<file path="config.mk">
export PLATFORM = sky130hd
export DESIGN_NAME = dff_pipeline
export DESIGN_NICKNAME = d
export VERILOG_FILES = /design/src/rtl/dff_pipeline.sv
export SDC_FILE = /design/constraint.sdc
export NUM_CORES = 1
export LEC_CHECK = 0
export BUFFER_PORTS_ARGS = -buffer_cell sky130_fd_sc_hd__buf_2
export CAP_MARGIN = 0
export CORE_MARGIN = 2
export CORE_UTILIZATION = 59
export CTS_CLUSTER_DIAMETER = 30
export DETAILED_ROUTE_END_ITERATION = 16
export GPL_TIMING_DRIVEN = 1
export PLACE_DENSITY = 0.82
export REMOVE_ABC_BUFFERS = 1
export SLEW_MARGIN = 40
export SYNTH_ARGS = -nofsm -noshare
export SYNTH_HDL_FRONTEND = slang
export SYNTH_SLANG_ARGS = --single-unit
</file>
<file path="constraint.sdc">
create_clock -name clk -period 2.97 [get_ports clk]
set_input_delay 0.594 -clock clk [delete_from_list [all_inputs] [get_ports clk]]
set_output_delay 0.594 -clock clk [all_outputs]
set_load 0.03 [all_outputs]
</file>
<file path="src/rtl/dff_pipeline.sv">
// ---------------------------------------------------------------------------
// dff_pipeline
//
// Parametrised delay line built from a chain of D flip-flop stages. A WIDTH-bit
// data word and a per-stage valid bit move through DEPTH stages together. The
// chain can be stalled globally, flushed synchronously and reports how many
// stages currently hold valid data. Typical uses are retiming registers,
// fixed-latency alignment delays and stallable pipeline stages.
//
// Parameters:
//   WIDTH    data word width in bits (>= 1)
//   DEPTH    number of register stages, equal to the latency in enabled cycles
//   RST_VAL  value loaded into every data stage on reset or flush
//
// Ports:
//   clk        in   1                  rising-edge clock
//   rst        in   1                  asynchronous reset, active low
//   en         in   1                  shift enable, 0 holds every register
//   clr        in   1                  synchronous flush, wins over en
//   in_valid   in   1                  valid qualifier for in
//   in         in   WIDTH              data into stage 0
//   out_valid  out  1                  valid bit of the last stage
//   out        out  WIDTH              data of the last stage
//   count      out  $clog2(DEPTH+1)    number of stages holding valid data
// ---------------------------------------------------------------------------
module dff_pipeline #(
    parameter int                WIDTH   = 8,
    parameter int                DEPTH   = 4,
    parameter logic [WIDTH-1:0]  RST_VAL = {WIDTH{1'b0}}
) (
    input  logic                         clk,
    input  logic                         rst,
    input  logic                         en,
    input  logic                         clr,
    input  logic                         in_valid,
    input  logic [WIDTH-1:0]             in,
    output logic                         out_valid,
    output logic [WIDTH-1:0]             out,
    output logic [$clog2(DEPTH+1)-1:0]   count
);

    localparam int CW = $clog2(DEPTH + 1);

    logic [WIDTH-1:0] data_q [DEPTH];
    logic [WIDTH-1:0] data_d [DEPTH];
    logic [DEPTH-1:0] valid_q;
    logic [DEPTH-1:0] valid_d;
    logic [CW-1:0]    count_q;
    logic [CW-1:0]    count_d;

    // Next-state for the whole chain. Flush beats enable; with neither, every
    // register keeps its value. Data moves regardless of its valid bit so the
    // last stage always shows whatever word reached it.
    always_comb begin
        for (int k = 0; k < DEPTH; k++) begin
            data_d[k] = data_q[k];
        end
        valid_d = valid_q;
        count_d = count_q;

        if (clr) begin
            for (int k = 0; k < DEPTH; k++) begin
                data_d[k] = RST_VAL;
            end
            valid_d = '0;
            count_d = '0;
        end else if (en) begin
            data_d[0]  = in;
            valid_d[0] = in_valid;
            for (int k = 1; k < DEPTH; k++) begin
                data_d[k]  = data_q[k-1];
                valid_d[k] = valid_q[k-1];
            end

            // Occupancy tracks the popcount of the valid bits: one in, one out
            // cancel, so the counter can never exceed DEPTH or wrap.
            case ({in_valid, valid_q[DEPTH-1]})
                2'b10:   count_d = count_q + CW'(1);
                2'b01:   count_d = count_q - CW'(1);
                default: count_d = count_q;
            endcase
        end
    end

    // State registers. Reset acts asynchronously so in-flight words are
    // discarded immediately, not on the next edge.
    always_ff @(posedge clk or negedge rst) begin
        if (!rst) begin
            for (int k = 0; k < DEPTH; k++) begin
                data_q[k] <= RST_VAL;
            end
            valid_q <= '0;
            count_q <= '0;
        end else begin
            for (int k = 0; k < DEPTH; k++) begin
                data_q[k] <= data_d[k];
            end
            valid_q <= valid_d;
            count_q <= count_d;
        end
    end

    // Outputs come straight from flops; no combinational path from inputs.
    assign out       = data_q[DEPTH-1];
    assign out_valid = valid_q[DEPTH-1];
    assign count     = count_q;

endmodule
</file>
==> run metrics <==
status=completed; reg2reg end=count[2]; CTS root buf=clkbuf_4; sequential area share after synthesis=57.9%; CTS H-tree depth=2; share of power burned in registers=61.3%; Slew @ Worst Pin=0.510 ns; crit path launch=valid_q[3]; Cell Area, Synth=1680 µm²; Clk pin slew, worst setup/hold paths=0.12 ns; Reg2Reg Depth=6; share of cells above drive strength 1=21.0%; CTS max path bufs=2; Top-Level Pins=25; RD Place Congestion=0.822; initial antenna violation count=0; Hold WS=0.184 ns; PwrDens=496 nW/µm²; CP Class=reg -> reg; Worst Setup End Kind=register; Final Hold Fails=0; CTS resizes=0; vias in the first global route=1048; synth unique cells=18; Worst Hold Class=in -> async; Clk pwr share=29.7%; syn avg cell area=11.7 µm²; DRT Pass-1 Iters=4; grt ovf=0; die span in y=57.4 µm; reg2reg setup slack=0.92 ns; post-CTS setup buffers=0; Lkg Pwr=0.000995 µW; Internal=668 µW; Vias per Instance=5.41; Max Cap Viol=0; DIE AREA=3300 µm²; Final Cell Area=1820 µm²; most common cell after layout, fill and taps aside=dfrtp_1; utilization after layout=66.7%; Post-Synthesis Cells=144; power consumption=904 µW; yosys warns=0; CP Launch Type=register; CP endpoint=count[2]; Ant. Diodes=0; minimum clock period=2.05 ns; hold_buf cts=0; Core ar.=2730 µm²; final setup vio count=0; Die Wd=57.4 µm; max-slew violations=0; final layout net count=175; port bufs=24; largest net degree at the start of global routing=40; commonest cells after routing, fill and taps aside=dfrtp_1 (39), nor2_1 (37), mux2i_1 (36); Crit Path Max Fanout=6; TritonCTS clock tree=done; Area growth, synth to finish=8.25%; GRT Util Overall=18.8%; clock sinks=39; RSZ-0062 raised after global routing=no; FF-to-FF Start=valid_q[3]; sw power=236 µW; Comb power frac=9.0%; first-pass GRT wire length=4560 µm; setup TNS=0 ns; DP HPWL=1830 µm; total wire length=2680 µm; Yosys reg bits=39; Data required, critical path=3.21 ns; Avg WL per Cell=13.9 µm; slew margin rel.=66.0%; switching share of total power=26.1%; clk_lat worst skew=0.35 ns; Max Clock Freq=0.488 GHz; Layout Skew=0.00914 ns; Rows=19; cts bufs inserted=5; placed inst area=1760 µm²; final worst-path cycle share=69.0%; DRT iter0 DRCs=39; starting density of the core=61.6%; remaining antenna violation count=0; VDD IR max=367 µV; crit path DAT=2.29 ns; routed vias=1045; # DRC=0
[synth_stat cells]
cell type	instances	area, µm²
dfrtp_1	39	976
buf_4	8	60.1
nand2b_1	1	6.26
clkbuf_1	4	15.0
ha_1	1	12.5
nor2b_1	1	6.26
inv_1	1	3.75
nand3b_1	2	15.0
a21oi_1	3	15.0
nor2_1	37	139
mux2_1	1	11.3
or3_1	1	6.26
o21ai_1	1	5.00
or4b_1	1	10.0
xnor2_1	2	17.5
buf_2	4	20.0
mux2i_1	36	360
o21ai_0	1	5.00
[power groups by stage]
stage / logic (µW) / registers [µW] / clock network [µW]
2_1_floorplan: 32.0 / 567 / 0
3_3_place_gp: 78.8 / 564 / 0
3_5_place_dp: 82.2 / 565 / 0
4_1_cts: 82.5 / 555 / 277
5_1_grt: 90.8 / 557 / 303
6_report: 81.3 / 555 / 268
[how the worst min path moves through the flow]
| stage | from | to |
|---|---|---|
| after floorplan | rst | count[0] |
| after global placement | out[4] | out[4] |
| after detailed placement | out[4] | out[4] |
| after CTS | rst | data_q[15] |
| after global routing | rst | data_q[8] |
| final | rst | data_q[11] |
[metal layers]
layer | GRT usage [%] | part of all wire (%) | vias to the layer above
li1 | - | - | 504
met1 | 21.4 | 43 | 514
met2 | 32.0 | 51 | 20
met3 | 4.76 | 3.4 | 7
met4 | 11.0 | 2.7 | 0
met5 | 0 | 0 | -
[sequential cells by signal, indices dropped and copies added, names as in the netlist]
register / flops
out: 8
valid_q: 4
count: 3
data_q: 24
[stage by stage]
stage	std cells	setup slack [ns]
after floorplan	128	0.863
after global placement	185	0.735
after detailed placement	185	0.590
after CTS	193	0.947
after global routing	193	0.862
final	193	0.922
[critical path, cell delays in order (launching register included)]
cell and delay [ns]:
dfrtp_1 0.46, nand2b_1 0.13, xnor2_1 0.15, ha_1 0.21, or4b_1 0.49, a21oi_1 0.18, mux2_1 0.33
[cells by family (layout without fill, tap and decap cells)]
logic type | count (synthesis) | in the layout | synth area share (%)
simple gates | 43 | 43 | 10.8
compound gates | 5 | 5 | 1.49
mux | 37 | 37 | 22.1
fa+ha+maj | 1 | 1 | 0.743
buf+inv | 17 | 35 | 5.87
flops | 39 | 39 | 57.9
xor+xnor | 2 | 2 | 1.04
[layout make-up]
cell class | instances | area [µm²]
flip-flops and latches | 39 | 976
fillers | 215 | 911
multi-input cells | 88 | 609
repair buffers | 26 | 138
well taps | 31 | 38.8
clock buffers | 5 | 37.5
clock inverters | 3 | 20.0
inverters | 1 | 3.75
Note: power is estimated with default switching activity, not from simulation.
